### src/rtl/z_writeback.sv
// Z-register writeback: captures the ALU result and its opcode, then drains it onto
// the 32-bit internal bus as one gp beat or as an LO/HI beat pair for mul/div.
module z_writeback #(
  parameter int          DATA_W   = 32,
  parameter logic [4:0]  OP_MUL   = 5'b00011,
  parameter logic [4:0]  OP_DIV   = 5'b00100,
  parameter int          MAX_WAIT = 16
) (
  input  logic                  clk,
  input  logic                  clr,
  input  logic [2*DATA_W-1:0]   alu_c,
  input  logic [4:0]            alu_op,
  input  logic                  z_in,
  input  logic                  bus_ready,
  output logic [DATA_W-1:0]     bus_out,
  output logic                  bus_valid,
  output logic                  lo_en,
  output logic                  hi_en,
  output logic                  gp_en,
  output logic                  busy,
  output logic                  done,
  output logic                  ovr,
  output logic                  tmo
);

  localparam int CNT_W = $clog2(MAX_WAIT + 1);

  typedef enum logic [1:0] {
    S_IDLE,
    S_BEAT_LO,
    S_BEAT_HI,
    S_DONE
  } state_t;

  state_t               state_q, state_d;
  logic [2*DATA_W-1:0]  z_q, z_d;
  logic [4:0]           op_q, op_d;
  logic [CNT_W-1:0]     wait_q, wait_d;
  logic                 ovr_q, ovr_d;
  logic                 tmo_q, tmo_d;
  logic                 wide;

  assign wide = (op_q == OP_MUL) || (op_q == OP_DIV);

  always_comb begin
    state_d = state_q;
    z_d     = z_q;
    op_d    = op_q;
    wait_d  = wait_q;
    ovr_d   = ovr_q;
    tmo_d   = tmo_q;
    case (state_q)
      S_IDLE: begin
        if (z_in) begin
          z_d     = alu_c;
          op_d    = alu_op;
          wait_d  = '0;
          state_d = S_BEAT_LO;
        end
      end
      S_BEAT_LO, S_BEAT_HI: begin
        if (z_in) ovr_d = 1'b1;
        if (bus_ready) begin
          wait_d  = '0;
          state_d = (state_q == S_BEAT_LO && wide) ? S_BEAT_HI : S_DONE;
        end else if (wait_q == CNT_W'(MAX_WAIT - 1)) begin
          // This stall cycle would bring the count to MAX_WAIT: abandon the transfer.
          wait_d  = '0;
          tmo_d   = 1'b1;
          state_d = S_IDLE;
        end else begin
          wait_d = wait_q + CNT_W'(1);
        end
      end
      S_DONE: begin
        if (z_in) ovr_d = 1'b1;
        state_d = S_IDLE;
      end
      default: state_d = S_IDLE;
    endcase
  end

  always_ff @(posedge clk) begin
    if (clr) begin
      state_q <= S_IDLE;
      z_q     <= '0;
      op_q    <= '0;
      wait_q  <= '0;
      ovr_q   <= 1'b0;
      tmo_q   <= 1'b0;
    end else begin
      state_q <= state_d;
      z_q     <= z_d;
      op_q    <= op_d;
      wait_q  <= wait_d;
      ovr_q   <= ovr_d;
      tmo_q   <= tmo_d;
    end
  end

  // Outputs decode from registered state only, so they hold steady under backpressure.
  always_comb begin
    bus_out   = '0;
    bus_valid = 1'b0;
    lo_en     = 1'b0;
    hi_en     = 1'b0;
    gp_en     = 1'b0;
    case (state_q)
      S_BEAT_LO: begin
        bus_out   = z_q[DATA_W-1:0];
        bus_valid = 1'b1;
        lo_en     = wide;
        gp_en     = !wide;
      end
      S_BEAT_HI: begin
        bus_out   = z_q[2*DATA_W-1:DATA_W];
        bus_valid = 1'b1;
        hi_en     = 1'b1;
      end
      default: ;
    endcase
  end

  assign busy = (state_q != S_IDLE);
  assign done = (state_q == S_DONE);
  assign ovr  = ovr_q;
  assign tmo  = tmo_q;

endmodule

### config.mk
export PLATFORM = sky130hd
export DESIGN_NAME = z_writeback
export DESIGN_NICKNAME = d
export VERILOG_FILES = /design/src/rtl/z_writeback.sv
export SDC_FILE = /design/constraint.sdc
export NUM_CORES = 1
export LEC_CHECK = 0
export ABC_AREA = 1
export ABC_CLOCK_PERIOD_IN_PS = 1500
export CORE_AREA = 5 5 96 98
export DETAILED_ROUTE_END_ITERATION = 16
export DIE_AREA = 0 0 101 103
export GPL_ROUTABILITY_DRIVEN = 0
export HOLD_SLACK_MARGIN = 0.05
export PLACE_DENSITY_LB_ADDON = 0.05
export SKIP_CTS_REPAIR_TIMING = 1
export SKIP_LAST_GASP = 1
export SLEW_MARGIN = 20
export SYNTH_ARGS = -nofsm -noshare
export SYNTH_HDL_FRONTEND = slang
export SYNTH_SLANG_ARGS = --single-unit
### constraint.sdc
create_clock -name clk -period 1.5 [get_ports clk]
set_clock_uncertainty 0.05 [all_clocks]
set_input_delay 0.3 -clock clk [delete_from_list [all_inputs] [get_ports clk]]
set_output_delay 0.3 -clock clk [all_outputs]
set_load 0.05 [all_outputs]
Word level (Yosys, flattened, before mapping)
Cells that the tools add are included.
Storage, ports and cells
  register bits: 78
  input bits: 73
  output and inout port bits: 40
  logic and storage cells: 43
Operators by class
  add/sub/neg operators: 1
  eq/ne operators: 8
  mux-type cells: 14
  bitwise logic cells: 1
  reductions and logical operators: 13
Operators by type and width (count)
  $pmux W32 S2: 1
  $mux W5: 3
  $pmux W5 S2: 1
  $reduce_and A2 Y1: 4
  $mux W2: 3
  $pmux W2 S3: 1
  $add A5 B1 Y5 const B: 1
  $eq A5 B2 Y1 const B: 1
  $eq A5 B3 Y1 const B: 1
  $eq A5 B4 Y1 const B: 1
  $mux W1: 5
  $eq A2 B2 Y1 const B: 2
  $reduce_bool A2 Y1: 2
  $ne A3 B1 Y1 const B: 1
  $reduce_and A3 Y1: 1
  $reduce_or A3 Y1: 1
  $eq A2 B1 Y1 const B: 1
  $logic_not A2 Y1: 1
  $ne A2 B2 Y1 const B: 1
  $reduce_or A2 Y1: 1
  $logic_and A1 B1 Y1: 1
  $logic_not A1 Y1: 1
  $logic_or A1 B1 Y1: 1
  $not A1 Y1: 1

Logic depth before layout (Yosys ltp)
  word-level depth: 6
  gate-level depth with buffers: 9
  gate-level depth less buffers: 9

Least setup slack after synthesis
OpenSTA, ideal clock, no wires.
  kind: register to output
  start: register state_q[1]
  end: output port bus_out[0]
  arrival time: 2.172 ns
  data required time: 1.150 ns
  path slack: -1.022 ns
  stages on the path, launching flop included: 6
  buffers on the path: 1
  cell sequence: dfxtp_1 inv_1 ha_1 inv_2 clkbuf_1 a21oi_1
On the way
  longest elaborated chain between the ends: 2
  elaborated cells on any way between the ends: 3
  classes of those cells: eq/ne (2); mux (1)
RTL lines
  start: declaration: RTL line 35  | state_t state_q, state_d;
  start signal: assignment: RTL line 92  | state_q <= state_d;
  $eq A2 B2 Y1 or $eq A2 B1 Y1 (tied branches): RTL line 108  | case (state_q)
  $pmux W32 S2 (*): RTL line 108
  end: declaration: RTL line 15  | output logic [DATA_W-1:0] bus_out,
Mark *: on every way between the ends. The rest lies on a longest branch, timed or not.

Worst setup path after layout
  start: register state_q[0]
  end: output port bus_out[8]
The elaborated chain is that of the path after synthesis.

==> flow_metrics.py <==
metrics = {
    "outcome": {
        "status": "complete, but fails checks",
        "violations": "negative setup slack",
    },
    "drt": {
        "vias": 3495,
        "routed.top_layer": "met4",
        "wl_per_cell_microns": 14.0,
        "drt_iter0_drc": 150,
        "remaining_drc_errors": 0,
        "drt-total-wl_mm": 9.99,
        "wl_met1_mm": 4.43,
        "dr.pass1.iters": 4,
        "dr_wl_met2_mm": 4.77,
        "dr_wl_met3_microns": 670,
        "viasPerCell": 4.90,
        "ant_nets": 0,
    },
    "worst_setup_path": {
        "r2r_slack_ns": -0.06,
        "crit_required_ns": 1.15,
        "cp-end-kind": "primary output",
        "critPathKind": "flip-flop to primary output",
        "worst_setup_path_start_kind": "flip-flop",
        "cp.arrival_ns": 1.59,
        "cp_max_fo": 12,
    },
    "synth": {
        "post-synth-top-count-cell": "nor2_1",
        "synth_top_area_share_pct": 47.0,
        "synth_seq_cells": 78,
        "syn_area_per_cell_sq_um": 6.94,
        "synth-edff-count": 0,
        "synth_area_sq_um": 3320,
        "synth.largest_area_cell": "dfxtp_1",
        "synth.distinct_cells": 24,
        "synthTopCellsByArea": "dfxtp_1 (47%), nor2_1 (16%), o21ai_0 (11%), nand2_1 (9.0%), a21oi_1 (6.3%)",
        "syn_inst": 478,
        "synthesis.nets": 557,
        "ys_seq_area_share_pct": 47.0,
        "ys_warn_count": 0,
        "yosys-top-cells-count": "nor2_1 (141), nand2_1 (80), dfxtp_1 (78)",
        "synth_ff_type": "dfxtp_1",
        "async_reset_ff_share_pct": 0,
    },
    "global_routing": {
        "grt.total_usage_pct": 19.4,
        "grt_pass1_wl_mm": 16.0,
        "gr-total-overflow": 0,
        "grt_pass1_vias": 3415,
        "antenna_found_initial": 0,
        "grt_max_degree": 39,
    },
    "sta": {
        "finalSetupViolCount": 39,
        "timing.final.hold_violations": 0,
        "timing.hold.ws_ns": 0.401,
        "drv_slew": 0,
        "rsz0062_at_grt": "true",
        "fin_crit_ns": 1.94,
        "setup_ws_ns": -0.443,
        "tightestPinTransition_ns": 0.261,
        "slew_headroom_pct": 82.5,
        "timing.fmax_ghz": 0.515,
        "final.period_utilization_pct": 130,
    },
    "cts": {
        "htreeDepth": 3,
        "clk_latency_ns": 0.34,
        "cts_buffers": 9,
        "cts_buffer_depth": 2,
        "cts_tree": "yes",
        "clk_pin_slew_worst_paths_ns": 0.08,
        "cts-root-buf": "clkbuf_8",
        "clock-sinks": 78,
    },
    "finish": {
        "layout-drive-gt1-share_pct": 22.3,
        "fin_area_sq_um": 5920,
        "area_growth_pct": 78.2,
        "final.fill_count": 689,
        "n_antenna_cell": 0,
        "nets": 680,
        "seqCellArea_sq_um": 1570,
        "multi_input_area_sq_um": 1960,
    },
    "hold_path": {
        "hold_path_class": "flip-flop to flip-flop",
    },
    "pwr": {
        "power.total_mw": 8.48,
        "powerDensity_nw_per_um2": 1430,
        "ir_drop_uv": 849,
        "leakage_nw": 2.19,
    },
    "floorplanning": {
        "die_area_sq_um": 10400,
        "initial_core_util_pct": 39.6,
        "die_w_microns": 101,
        "coreArea_sq_um": 8380,
        "rows": 34,
        "die_y_microns": 103,
        "ios": 113,
    },
    "placement": {
        "dp_slack_ns": -0.142,
        "placed_area_sq_um": 5620,
        "numPortBuffers": 112,
        "dp_hpwl_mm": 7.13,
    },
    "run": {
        "drv_cap": 0,
    },
}
worst max-delay path, cell delays in order, from the launching register on:
cell and delay [ns]:
dfxtp_4 0.38, inv_4 0.05, ha_4 0.29, inv_8 0.07, buf_12 0.16, a21oi_4 0.14, buf_12 0.15
power breakdown:
part | internal [mW] | total (mW) | leakage [nW] | switching [mW]
clock network | 0.980 | 1.76 | 0.113 | 0.779
logic | 1.79 | 4.03 | 1.43 | 2.24
registers | 2.47 | 2.68 | 0.646 | 0.214
layout make-up:
type | count | share of cell area [%]
Sequential cell | 78 | 26.5
Tap cell | 108 | 2.28
Timing Repair Buffer | 143 | 33.2
Multi-Input combinational cell | 353 | 33.1
Inverter | 16 | 1.23
Clock inverter | 5 | 1.40
Clock buffer | 10 | 2.33
path summary, 6_finish.rpt:
check / start / to / depth (start not counted)
hold / removal: wait_q[4] / wait_q[4] / 2
setup reg to reg: state_q[0] / wait_q[0] / 7
hold reg to reg: wait_q[4] / wait_q[4] / 2
setup / recovery: state_q[0] / bus_out[8] / 6
registers in the layout (all words and copies together) (netlist names):
signal,flops
state_q,2
z_q,64
wait_q,5
op_q,5
tmo,1
ovr,1
layer usage:
| layer | vias to the layer above | track usage (%) |
|---|---|---|
| li1 | 1775 | - |
| met1 | 1602 | 25.3 |
| met2 | 108 | 31.2 |
| met3 | 10 | 5.07 |
| met4 | 0 | 6.65 |
| met5 | - | 0 |
metrics by stage:
step	setup TNS [ns]	utilization [%]	instances
finish	-15.12	70.6	713
global route	-17.81	70.6	713
CTS	-17.06	69.7	711
detailed placement	-7.07	67.1	696
global placement	-4.94	67.1	696
floorplan	-7.66	-	478
cell families (layout without fill, tap and decap cells):
logic type	Yosys count	after routing	synth area share, %
compound gates	116	116	17.7
buf+inv	47	174	6.14
fa+ha+maj	6	6	2.26
xor+xnor	1	1	0.264
simple gates	230	230	26.6
flops	78	78	47.0
cell usage in the layout (no fill, tap or decap), drive strengths merged:
cell / count
clkinv: 2
buf: 71
o21ai: 72
a211oi: 1
bufinv: 2
and3: 1
nor2: 141
nand2: 81
xor2: 1
inv: 17
nand4: 2
nand3: 2
clkdlybuf4s50: 72
or2: 2
clkbuf: 10
a21oi: 42
dfxtp: 78
ha: 6
a31oi: 1
nor3: 1
Note: power is estimated with default switching activity, not from simulation.
